--- src/rtl/inst_queue.sv ---
// Instruction queue between fetch and decode: buffers {pc, instr} pairs and shows the oldest entry to decode.
// Latency: an entry enqueued at edge N appears on out_* after edge N (1 cycle from empty, no bypass).
// Backpressure: in_ready drops while full (no pass-through on a same-cycle dequeue); flush/rst empty the queue.
module inst_queue #(
    parameter int DEPTH      = 4,
    parameter int ADDR_WIDTH = 16,
    parameter int DATA_WIDTH = 32,
    localparam int PTR_W     = (DEPTH > 1) ? $clog2(DEPTH) : 1,
    localparam int CNT_W     = $clog2(DEPTH + 1)
) (
    input  logic                  clk,
    input  logic                  rst,
    input  logic                  in_valid,
    input  logic [ADDR_WIDTH-1:0] in_pc,
    input  logic [DATA_WIDTH-1:0] in_data,
    output logic                  in_ready,
    input  logic                  flush,
    output logic                  out_valid,
    output logic [ADDR_WIDTH-1:0] out_pc,
    output logic [DATA_WIDTH-1:0] out_data,
    input  logic                  out_ready,
    output logic [CNT_W-1:0]      count
);

    typedef struct packed {
        logic [ADDR_WIDTH-1:0] pc;
        logic [DATA_WIDTH-1:0] dat;
    } entry_t;

    typedef enum logic [1:0] {
        S_EMPTY   = 2'd0,
        S_PARTIAL = 2'd1,
        S_FULL    = 2'd2
    } q_state_t;

    entry_t           mem [DEPTH];
    entry_t           head;
    logic [PTR_W-1:0] wr_ptr;
    logic [PTR_W-1:0] rd_ptr;
    q_state_t         state;
    q_state_t         state_nxt;
    logic [CNT_W-1:0] count_nxt;
    logic             enq;
    logic             deq;

    // Occupancy class is kept as a registered state so the handshake outputs come straight from flops.
    assign in_ready  = (state != S_FULL);
    assign out_valid = (state != S_EMPTY);

    always_comb begin
        enq       = in_valid & in_ready & ~flush & ~rst;
        deq       = out_valid & out_ready & ~flush & ~rst;
        count_nxt = count;
        if (rst || flush) begin
            count_nxt = '0;
        end else if (enq && !deq) begin
            count_nxt = count + CNT_W'(1);
        end else if (deq && !enq) begin
            count_nxt = count - CNT_W'(1);
        end
        state_nxt = S_PARTIAL;
        if (count_nxt == '0) begin
            state_nxt = S_EMPTY;
        end else if (count_nxt == CNT_W'(DEPTH)) begin
            state_nxt = S_FULL;
        end
    end

    always_ff @(posedge clk) begin
        if (rst || flush) begin
            wr_ptr <= '0;
            rd_ptr <= '0;
            count  <= '0;
            state  <= S_EMPTY;
        end else begin
            if (enq) begin
                wr_ptr <= wr_ptr + PTR_W'(1);
            end
            if (deq) begin
                rd_ptr <= rd_ptr + PTR_W'(1);
            end
            count <= count_nxt;
            state <= state_nxt;
        end
    end

    // Storage is never cleared; the masked outputs hide stale contents.
    always_ff @(posedge clk) begin
        if (enq) begin
            mem[wr_ptr] <= '{pc: in_pc, dat: in_data};
        end
    end

    always_comb begin
        head     = mem[rd_ptr];
        out_pc   = '0;
        out_data = '0;
        if (out_valid) begin
            out_pc   = head.pc;
            out_data = head.dat;
        end
    end

endmodule

--- config.mk ---
export PLATFORM = sky130hd
export DESIGN_NAME = inst_queue
export DESIGN_NICKNAME = d
export VERILOG_FILES = /design/src/rtl/inst_queue.sv
export SDC_FILE = /design/constraint.sdc
export NUM_CORES = 1
export LEC_CHECK = 0
export BUFFER_PORTS_ARGS = -buffer_cell sky130_fd_sc_hd__buf_2
export CORE_ASPECT_RATIO = 0.7
export CORE_UTILIZATION = 35
export CTS_CLUSTER_DIAMETER = 150
export DETAILED_ROUTE_END_ITERATION = 12
export SETUP_SLACK_MARGIN = 0.3
export SLEW_MARGIN = 20
export SYNTH_ARGS = -nofsm -noshare
export SYNTH_HDL_FRONTEND = slang
export SYNTH_SLANG_ARGS = --single-unit
--- constraint.sdc ---
create_clock -name clk -period 2.65 [get_ports clk]
set_input_delay 0.1325 -clock clk [delete_from_list [all_inputs] [get_ports clk]]
set_output_delay 0.1325 -clock clk [all_outputs]
set_load 0.05 [all_outputs]
==> results of run 1 <==
==> area by class of cell <==
cell class	count	area share [%]
Clock buffer	23	5.36
Clock inverter	13	1.28
Inverter	6	0.226
Multi-Input combinational cell	145	17.7
Sequential cell	203	60.2
Tap cell	282	3.55
Timing Repair Buffer	170	11.7
==> path summary, 6_finish.rpt <==
path | to | slack (ns) | startpoint | cells past startpoint
hold / removal | flop | 0.08 | out_ready | 4
setup / recovery | out_pc[14] | 0.44 | flop | 4
hold reg to reg | wr_ptr[1] | 0.51 | wr_ptr[1] | 2
setup reg to reg | mem[3][33] | 0.67 | state[0] | 6
==> metrics by stage <==
step | instances | total power [W] | setup WS [ns] | cell area [um^2] | utilization, %
global placement | 755 | 0.00383 | 0.762 | 8780 | 40.3
CTS | 842 | 0.00673 | 0.388 | 9940 | 45.6
detailed placement | 755 | 0.00384 | 0.676 | 8780 | 40.3
global route | 842 | 0.00687 | 0.338 | 9940 | 45.6
floorplan | 370 | 0.00373 | 0.333 | 7840 | -
finish | 842 | 0.00664 | 0.436 | 9940 | 45.6
==> logic make-up after synthesis <==
logic type | share of synthesized area (%)
adders and majority gates | 0.958
DFF | 76.4
AOI/OAI and AO/OA | 1.31
xor gates and xnor gates | 0.336
muxes | 13.8
and+or+nand+nor | 5.96
buffers and inverters | 1.21
==> placed cells by master, fill, tap and decap left out, drive strengths merged, types with 2 or more instances in the layout <==
cell / count
or2: 2
xor2: 2
inv: 8
clkbuf: 23
and2: 52
buf: 121
dlygate4sd3: 49
bufinv: 2
dfxtp: 11
a211o: 2
o21a: 3
mux4: 48
nand3: 2
nor3: 8
clkinv: 8
edfxtp: 192
ha: 6
nand2: 3
nor2: 6
o21ai: 2
==> critical path: stages (launching register included) <==
cell	delay, ns
dfxtp_4	0.40
buf_12	0.21
mux4_2	0.56
and2_1	0.18
buf_2	0.20
==> routing by layer <==
| metal | track usage (%) | up-vias | share of wire [%] |
|---|---|---|---|
| li1 | - | 1839 | - |
| met1 | 18.0 | 2079 | 44 |
| met2 | 23.6 | 118 | 48 |
| met3 | 3.65 | 28 | 5.9 |
| met4 | 3.62 | 0 | 2.0 |
| met5 | 0 | - | 0 |
==> power by group <==
part           switching [W]  internal [W]
Clock                0.00116       0.00165
Sequential        0.00000909       0.00354
Combinational       0.000151      0.000126
==> registers in the layout, indices dropped and copies added (netlist names), named ones only <==
register,flops
count,3
mem,192
rd_ptr,2
state,2
wr_ptr,2
==> timing repair <==
action | in CTS | in global routing
endpoints found under the setup margin | 37 | 0
buffers inserted | 2 | 0
hold buffers | 49 | 0
hold endpoints to repair | 193 | 0
==> impl_metrics.json, run 1 <==
{
  "yosys_warnings": 0,
  "yosysTopAreaCellShare_pct": 73.6,
  "worstSetupPathType": "reg -> out",
  "clk_latency_ns": 0.48,
  "synthTopCellsByArea": "edfxtp_1 (74%), mux4_2 (14%), and2_1 (4.2%), dfxtp_1 (2.8%), ha_1 (0.96%)",
  "cts_root_buf": "clkbuf_16",
  "synthArstFlopShare_pct": 0,
  "syn2layout_area_growth_pct": 27.0,
  "cts_tree": "yes",
  "synth_seq_cells": 203,
  "synth.distinct_cells": 31,
  "initial_utilization_pct": 35.9,
  "endpoint_kind": "primary output",
  "antenna_found_initial": 0,
  "path_max_fanout": 22,
  "rows": 45,
  "synth_cells": 370,
  "fill_cells": 1868,
  "initialDrtViolationCount": 193,
  "grt_pass1_wl_mm": 24.4,
  "ys_seq_area_share_pct": 76.4,
  "portBuffers": 105,
  "dr.pass1.iters": 4,
  "hold_viol": 0,
  "slew_headroom_pct": 69.4,
  "die_w_um": 181,
  "avgRoutedWirePerCell_um": 18.6,
  "ioPinCount": 106,
  "worst_slew_pin_slew_ns": 0.459,
  "clk_pin_slew_worst_paths_ns": 0.06,
  "status": "finished, final reports clean",
  "fin_crit_sh_pct": 83.6,
  "dieArea_mm2": 0.0230,
  "multi_input_area_mm2": 0.00176,
  "nets": 606,
  "holdCritPathClass": "in -> reg",
  "critPathLaunchType": "flop",
  "core_mm2": 0.0218,
  "gr-usage-all-layers_pct": 14.0,
  "tns_ns": 0,
  "ys_top_cells_by_count": "edfxtp_1 (192), and2_1 (52), mux4_2 (48)",
  "gp_congestion": 0.689,
  "rsz0062_at_grt": "no",
  "drtAntennaViolNets": 0,
  "synthDominantAreaCellType": "edfxtp_1",
  "maxCapViolCount": 0,
  "syn_area_mm2": 0.00783,
  "worstPathRequired_ns": 2.52,
  "clockBufferDepth": 3,
  "die_y_um": 127,
  "fmax_mhz": 452,
  "finalSetupViolations": 0,
  "final_layout_size_suffix_gt1_share_pct": 38.8,
  "htreeDepth": 1,
  "drc": 0,
  "synth_edf_count": 192,
  "overflow": 0,
  "finClkSkew_ns": 0.00768,
  "wirelength_mm": 15.7,
  "postCtsResizedCells": 0,
  "grt_max_degree": 49,
  "dp_hpwl_mm": 9.54,
  "cts_sinks": 203,
  "ys.flop_type": "edfxtp_1",
  "vdd_drop_max_uv": 488,
  "fin_crit_ns": 2.21,
  "synth.net_count": 429,
  "antenna_cells": 0,
  "grt_pass1_vias": 4424,
  "final-seq-area_mm2": 0.00599,
  "numCtsBuffers": 21,
  "p_leak_nw": 3.48,
  "vias": 4064,
  "fin_hold_ws_ns": 0.0841,
  "cellPowerDensity_mw_per_mm2": 668,
  "viasPerCell": 4.83,
  "yosysMostFrequentCell": "edfxtp_1",
  "slew_violations": 0,
  "crit_arrival_ns": 2.08,
  "syn_avg_cell_area_um2": 21.2
}
No activity file was read; power rests on OpenSTA's default activity.
==> run 2: changes to the inputs <==
clock period = 1.9 ns   (was 2.65 ns; I/O delays follow)
==> run 2 against run 1 <==
Against the previous run: the run now ends with negative setup slack left; critical endpoint is now out_data[0]; non-clock buffer count up 46; core utilization is 7.3 points higher; sequential cell count is the same; power increased by 42%; highest routed layer unchanged; largest cell class unchanged; critical path type unchanged; cell area increased by 16%; register-to-register slack worse by 0.52 ns; sequential power increased by 39%; hold slack gained 0.025 ns; clock power grew 39%.
==> impl_metrics.json, run 2 (synthesis results as in run 1) <==
{
  "status": "finished with violations",
  "failed_checks": "negative setup slack",
  "initial_utilization_pct": 35.9,
  "dp_hpwl_mm": 9.23,
  "endpoint_kind": "primary output",
  "rows": 45,
  "clk_latency_ns": 0.49,
  "vias": 4407,
  "cellPowerDensity_mw_per_mm2": 816,
  "dpl_worst_slack_ns": 0.183,
  "numCtsBuffers": 21,
  "cts_sinks": 203,
  "largest_register_ffs": 192,
  "holdCritPathClass": "in -> reg",
  "antenna_cells": 0,
  "vdd_drop_max_uv": 542,
  "p_leak_nw": 4.02,
  "seqPwrFrac_pct": 52.6,
  "worstPathRequired_ns": 1.80,
  "overflow": 0,
  "cts_tree": "yes",
  "comb_power_share_pct": 5.6,
  "dieArea_mm2": 0.0230,
  "critPathLaunchType": "flop",
  "antenna_found_initial": 0,
  "gp_congestion": 0.700,
  "slew_headroom_pct": 73.7,
  "maxCapViolCount": 0,
  "reg2regPathDepth": 7,
  "portBuffers": 105,
  "die_y_um": 127,
  "syn2layout_area_growth_pct": 47.2,
  "layout_commonest_cell": "edfxtp_1",
  "finalSetupViolations": 48,
  "crit_arrival_ns": 2.00,
  "drtAntennaViolNets": 0,
  "power_frac_clock_pct": 41.8,
  "p_int_w": 0.00751,
  "fmax_mhz": 478,
  "initialDrtViolationCount": 254,
  "ioPinCount": 106,
  "viasPerCell": 4.95,
  "final_layout_size_suffix_gt1_share_pct": 51.5,
  "nets": 652,
  "grt_pass1_wl_mm": 25.8,
  "hold_depth": 4,
  "fin_crit_ns": 2.09,
  "path_max_fanout": 6,
  "clockBufferDepth": 3,
  "drc": 0,
  "dr.pass1.iters": 4,
  "rsz0062_at_grt": "yes",
  "fin_hold_ws_ns": 0.109,
  "finClkSkew_ns": 0.00833,
  "hold_viol": 0,
  "cts_root_buf": "clkbuf_16",
  "grt_max_degree": 28,
  "fin_crit_sh_pct": 110,
  "p_sw_share_pct": 20.2,
  "layout_common_cells": "edfxtp_1 (192), buf_2 (55), and2_4 (52)",
  "htreeDepth": 1,
  "clk_pin_slew_worst_paths_ns": 0.06,
  "avgRoutedWirePerCell_um": 21.3,
  "die_w_um": 181,
  "slew_violations": 0,
  "p_sw_w": 0.00190,
  "gr-usage-all-layers_pct": 14.7,
  "worstSetupPathType": "reg -> out",
  "top_register": "mem",
  "reg.largest.list": "mem: 192 flops, count: 3 flops",
  "wirelength_mm": 18.9,
  "worst_slew_pin_slew_ns": 0.391,
  "utilization_pct": 52.9,
  "fin_ws_ns": -0.191,
  "core_mm2": 0.0218,
  "grt_pass1_vias": 4467
}
-- run 2: cell count changes in the layout (fill, tap and decap cells not counted), sizes merged --
cell / change
buf: +29
clkbuf: +18
clkinvlp: +1
clkinv: +2
inv: -2
-- run 2: critical path, stage by stage (launching register included) --
cell and delay, ns:
dfxtp_4 0.36, buf_12 0.14, clkbuf_16 0.16, mux4_2 0.50, and2_4 0.18, buf_6 0.15
-- run 2: final cells by class --
class,instances,area [um^2]
clock buffer,24,537
sequential,203,6000
inverter,6,26.3
clock inverter,14,118
timing repair buffer,216,2570
multi-input combinational,145,1920
fill,1732,10300
tap,282,353
-- run 2: per-layer routing --
metal	global-route usage (%)	up-vias	wire length, um
li1	-	1949	-
met1	20.4	2304	9040
met2	23.6	127	8600
met3	3.42	27	1000
met4	3.77	0	306
met5	0	-	0
-- run 2: power groups by stage --
stage | clock [W] | combinational [W] | sequential [W]
2_1_floorplan | 0 | 0.000161 | 0.00505
3_3_place_gp | 0 | 0.000308 | 0.00504
3_5_place_dp | 0 | 0.000321 | 0.00505
4_1_cts | 0.00404 | 0.000462 | 0.00495
5_1_grt | 0.00420 | 0.000560 | 0.00495
6_report | 0.00393 | 0.000527 | 0.00495
-- run 2: per-stage QoR --
step	instance area, um^2	cells	setup TNS (ns)	total power, W
4_1_cts	10600	855	-9.77	0.00945
3_3_place_gp	8990	757	0	0.00535
6_report	11500	890	-7.26	0.00941
2_1_floorplan	7900	370	0	0.00521
5_1_grt	11500	890	-10.49	0.00971
3_5_place_dp	8990	757	0	0.00537
-- run 2: repair_timing --
| item | CTS | global route |
|---|---|---|
| setup buffers | 8 | 10 |
| setup endpoints to repair | 156 | 246 |
| cloned | 3 | 25 |
| gates resized for setup | 116 | 102 |
| hold endpoints to repair | 193 | 0 |
| hold buffers | 49 | 0 |
| pin swaps | 8 | 33 |
-- run 2: worst paths after layout --
| check | from | endpoint | slack, ns |
|---|---|---|---|
| hold reg to reg | wr_ptr[1] | wr_ptr[1] | 0.53 |
| hold / removal | out_ready | flop | 0.11 |
| setup / recovery | flop | out_data[0] | -0.19 |
| setup reg to reg | state[1] | mem[3][19] | 0.15 |
==> run 3: changes to the inputs <==
BUFFER_PORTS_ARGS = default   (was -buffer_cell sky130_fd_sc_hd__buf_2)
DONT_BUFFER_PORTS = 1   (was default)
==> run 3 against run 2 <==
Against the previous run: the flow still finishes with violations (negative setup slack); sequential share of layout area rose by 5.4 points; global-route usage fell by 0.57 points; clock-buffer cell count fell by 1; setup slack got worse by 0.0011 ns; cell area fell by 9.5%; hold slack got worse by 0.055 ns; largest cell class unchanged.
==> impl_metrics.json, run 3 (synthesis results as in run 1) <==
{
  "gp_congestion": 0.718,
  "cts_tree": "yes",
  "cts_root_buf": "clkbuf_16",
  "maxCapViolCount": 0,
  "layout_common_cells": "edfxtp_1 (192), and2_4 (52), dlygate4sd3_1 (52)",
  "largest_register_ffs": 192,
  "nets": 539,
  "cts_sinks": 203,
  "antenna_found_initial": 1,
  "grt_pass1_vias": 4165,
  "portBuffers": 0,
  "slew_violations": 0,
  "reg.largest.list": "mem: 192 flops, count: 3 flops",
  "die_w_um": 181,
  "avgRoutedWirePerCell_um": 21.5,
  "p_sw_w": 0.00184,
  "initialDrtViolationCount": 193,
  "clk_pin_slew_worst_paths_ns": 0.06,
  "comb_power_share_pct": 4.3,
  "p_int_w": 0.00728,
  "crit_chain": "buf_6 -> buf_16 -> mux4_2 -> and2_4 -> buf_12",
  "die_y_um": 127,
  "crit_arrival_ns": 2.00,
  "viasPerCell": 5.01,
  "fin_ws_ns": -0.192,
  "path_max_fanout": 8,
  "wirelength_mm": 16.7,
  "fin_crit_sh_pct": 110,
  "layout_commonest_cell": "edfxtp_1",
  "vdd_drop_max_uv": 856,
  "failed_checks": "negative setup slack",
  "cp_num_buf_inv": 3,
  "htreeDepth": 1,
  "hold_viol": 0,
  "ioPinCount": 106,
  "worst_slew_pin_slew_ns": 0.406,
  "cp_slowest_stage_delay_ns": 0.51,
  "dr.pass1.iters": 4,
  "clockBufferDepth": 3,
  "drtAntennaViolNets": 0,
  "worstSetupPathType": "reg -> out",
  "vias": 3893,
  "top_register": "mem",
  "p_leak_nw": 3.40,
  "finClkSkew_ns": 0.00750,
  "fmax_mhz": 478,
  "grt_pass1_wl_mm": 24.6,
  "status": "finished with violations",
  "fin_crit_ns": 2.09,
  "final_layout_size_suffix_gt1_share_pct": 40.9,
  "rsz0062_at_grt": "yes",
  "worstPathRequired_ns": 1.80,
  "overflow": 0,
  "finalSetupViolations": 48,
  "p_sw_share_pct": 20.2,
  "syn2layout_area_growth_pct": 33.3,
  "core_mm2": 0.0218,
  "slowest_stage": "mux4_2",
  "critPathTopFamily": "multiplexers",
  "clk_latency_ns": 0.49,
  "seqPwrFrac_pct": 54.3,
  "critPathLaunchType": "flop",
  "initial_utilization_pct": 35.9,
  "design_power_total_w": 0.00912,
  "power_frac_clock_pct": 41.4,
  "slew_headroom_pct": 72.7,
  "rrSetupSlack_ns": 0.24,
  "drc": 0,
  "numCtsBuffers": 20,
  "dieArea_mm2": 0.0230,
  "cellPowerDensity_mw_per_mm2": 874,
  "dp_hpwl_mm": 8.79,
  "gr-usage-all-layers_pct": 14.2,
  "endpoint_kind": "primary output",
  "grt_max_degree": 51,
  "rows": 45,
  "tns_ns": -5.64,
  "fin_hold_ws_ns": 0.0546,
  "holdCritPathClass": "in -> reg"
}
[run 3: cell count changes in the layout (fill, tap and decap cells not counted), moves of 2 or more]
| cell | change |
|---|---|
| buf_12 | +3 |
| buf_16 | +6 |
| buf_2 | -55 |
| buf_4 | +2 |
| buf_6 | -29 |
| buf_8 | -31 |
| clkbuf_16 | -11 |
| clkinv_1 | -3 |
| clkinv_2 | +3 |
| clkinv_4 | +2 |
| dlygate4sd3_1 | +3 |
[run 3: worst min-delay path: cells and delay by family]
kind             cells  cell delay, ns
AND/OR/NAND/NOR      3            0.29
AO/OA/AOI/OAI        1            0.12
[run 3: per-stage QoR]
step / cell area [um^2] / setup WS [ns] / util, % / instances
final: 10400 / -0.192 / 47.9 / 777
after global routing: 10400 / -0.268 / 47.9 / 777
after CTS: 10200 / -0.229 / 46.6 / 762
after detailed placement: 8580 / 0.221 / 39.4 / 661
after global placement: 8580 / 0.235 / 39.4 / 661
after floorplan: 7900 / 0.124 / - / 370
[run 3: final timing paths]
check                           startpoint      endpoint  depth (start not counted)
worst min-delay path                 flush      count[0]                          4
worst max-delay path                  flop  out_data[31]                          5
worst min register to register   wr_ptr[1]     wr_ptr[1]                          2
worst max register to register    state[0]      state[1]                          5
[run 3: metal layers]
metal	track usage [%]	part of all wire, %	vias up
met1	18.7	44	2043
li1	-	-	1715
met2	23.2	47	108
met3	4.13	6.9	27
met4	3.42	1.7	0
met5	0	0	-
[run 3: layout make-up]
class	instances	area (um^2)
clock inverter	13	92.6
inverter	6	26.3
clock buffer	23	533
multi-input combinational	145	1930
antenna	1	2.50
sequential	203	6000
fill	1765	11400
timing repair buffer	104	1500
tap	282	353
[run 3: power groups by stage]
stage	combinational, W	clock [W]	sequential, W
after CTS	0.000374	0.00388	0.00495
after global placement	0.000213	0	0.00505
after global routing	0.000423	0.00405	0.00495
after detailed placement	0.000215	0	0.00505
after floorplan	0.000161	0	0.00505
final	0.000395	0.00378	0.00495
[run 3: repair_timing]
item,CTS,global route
endpoints found under the hold margin,200,0
resized for setup,87,15
cloned,5,9
pin swaps,4,9
setup buffers,8,5
endpoints found under the setup margin,139,241
hold buffers,52,0
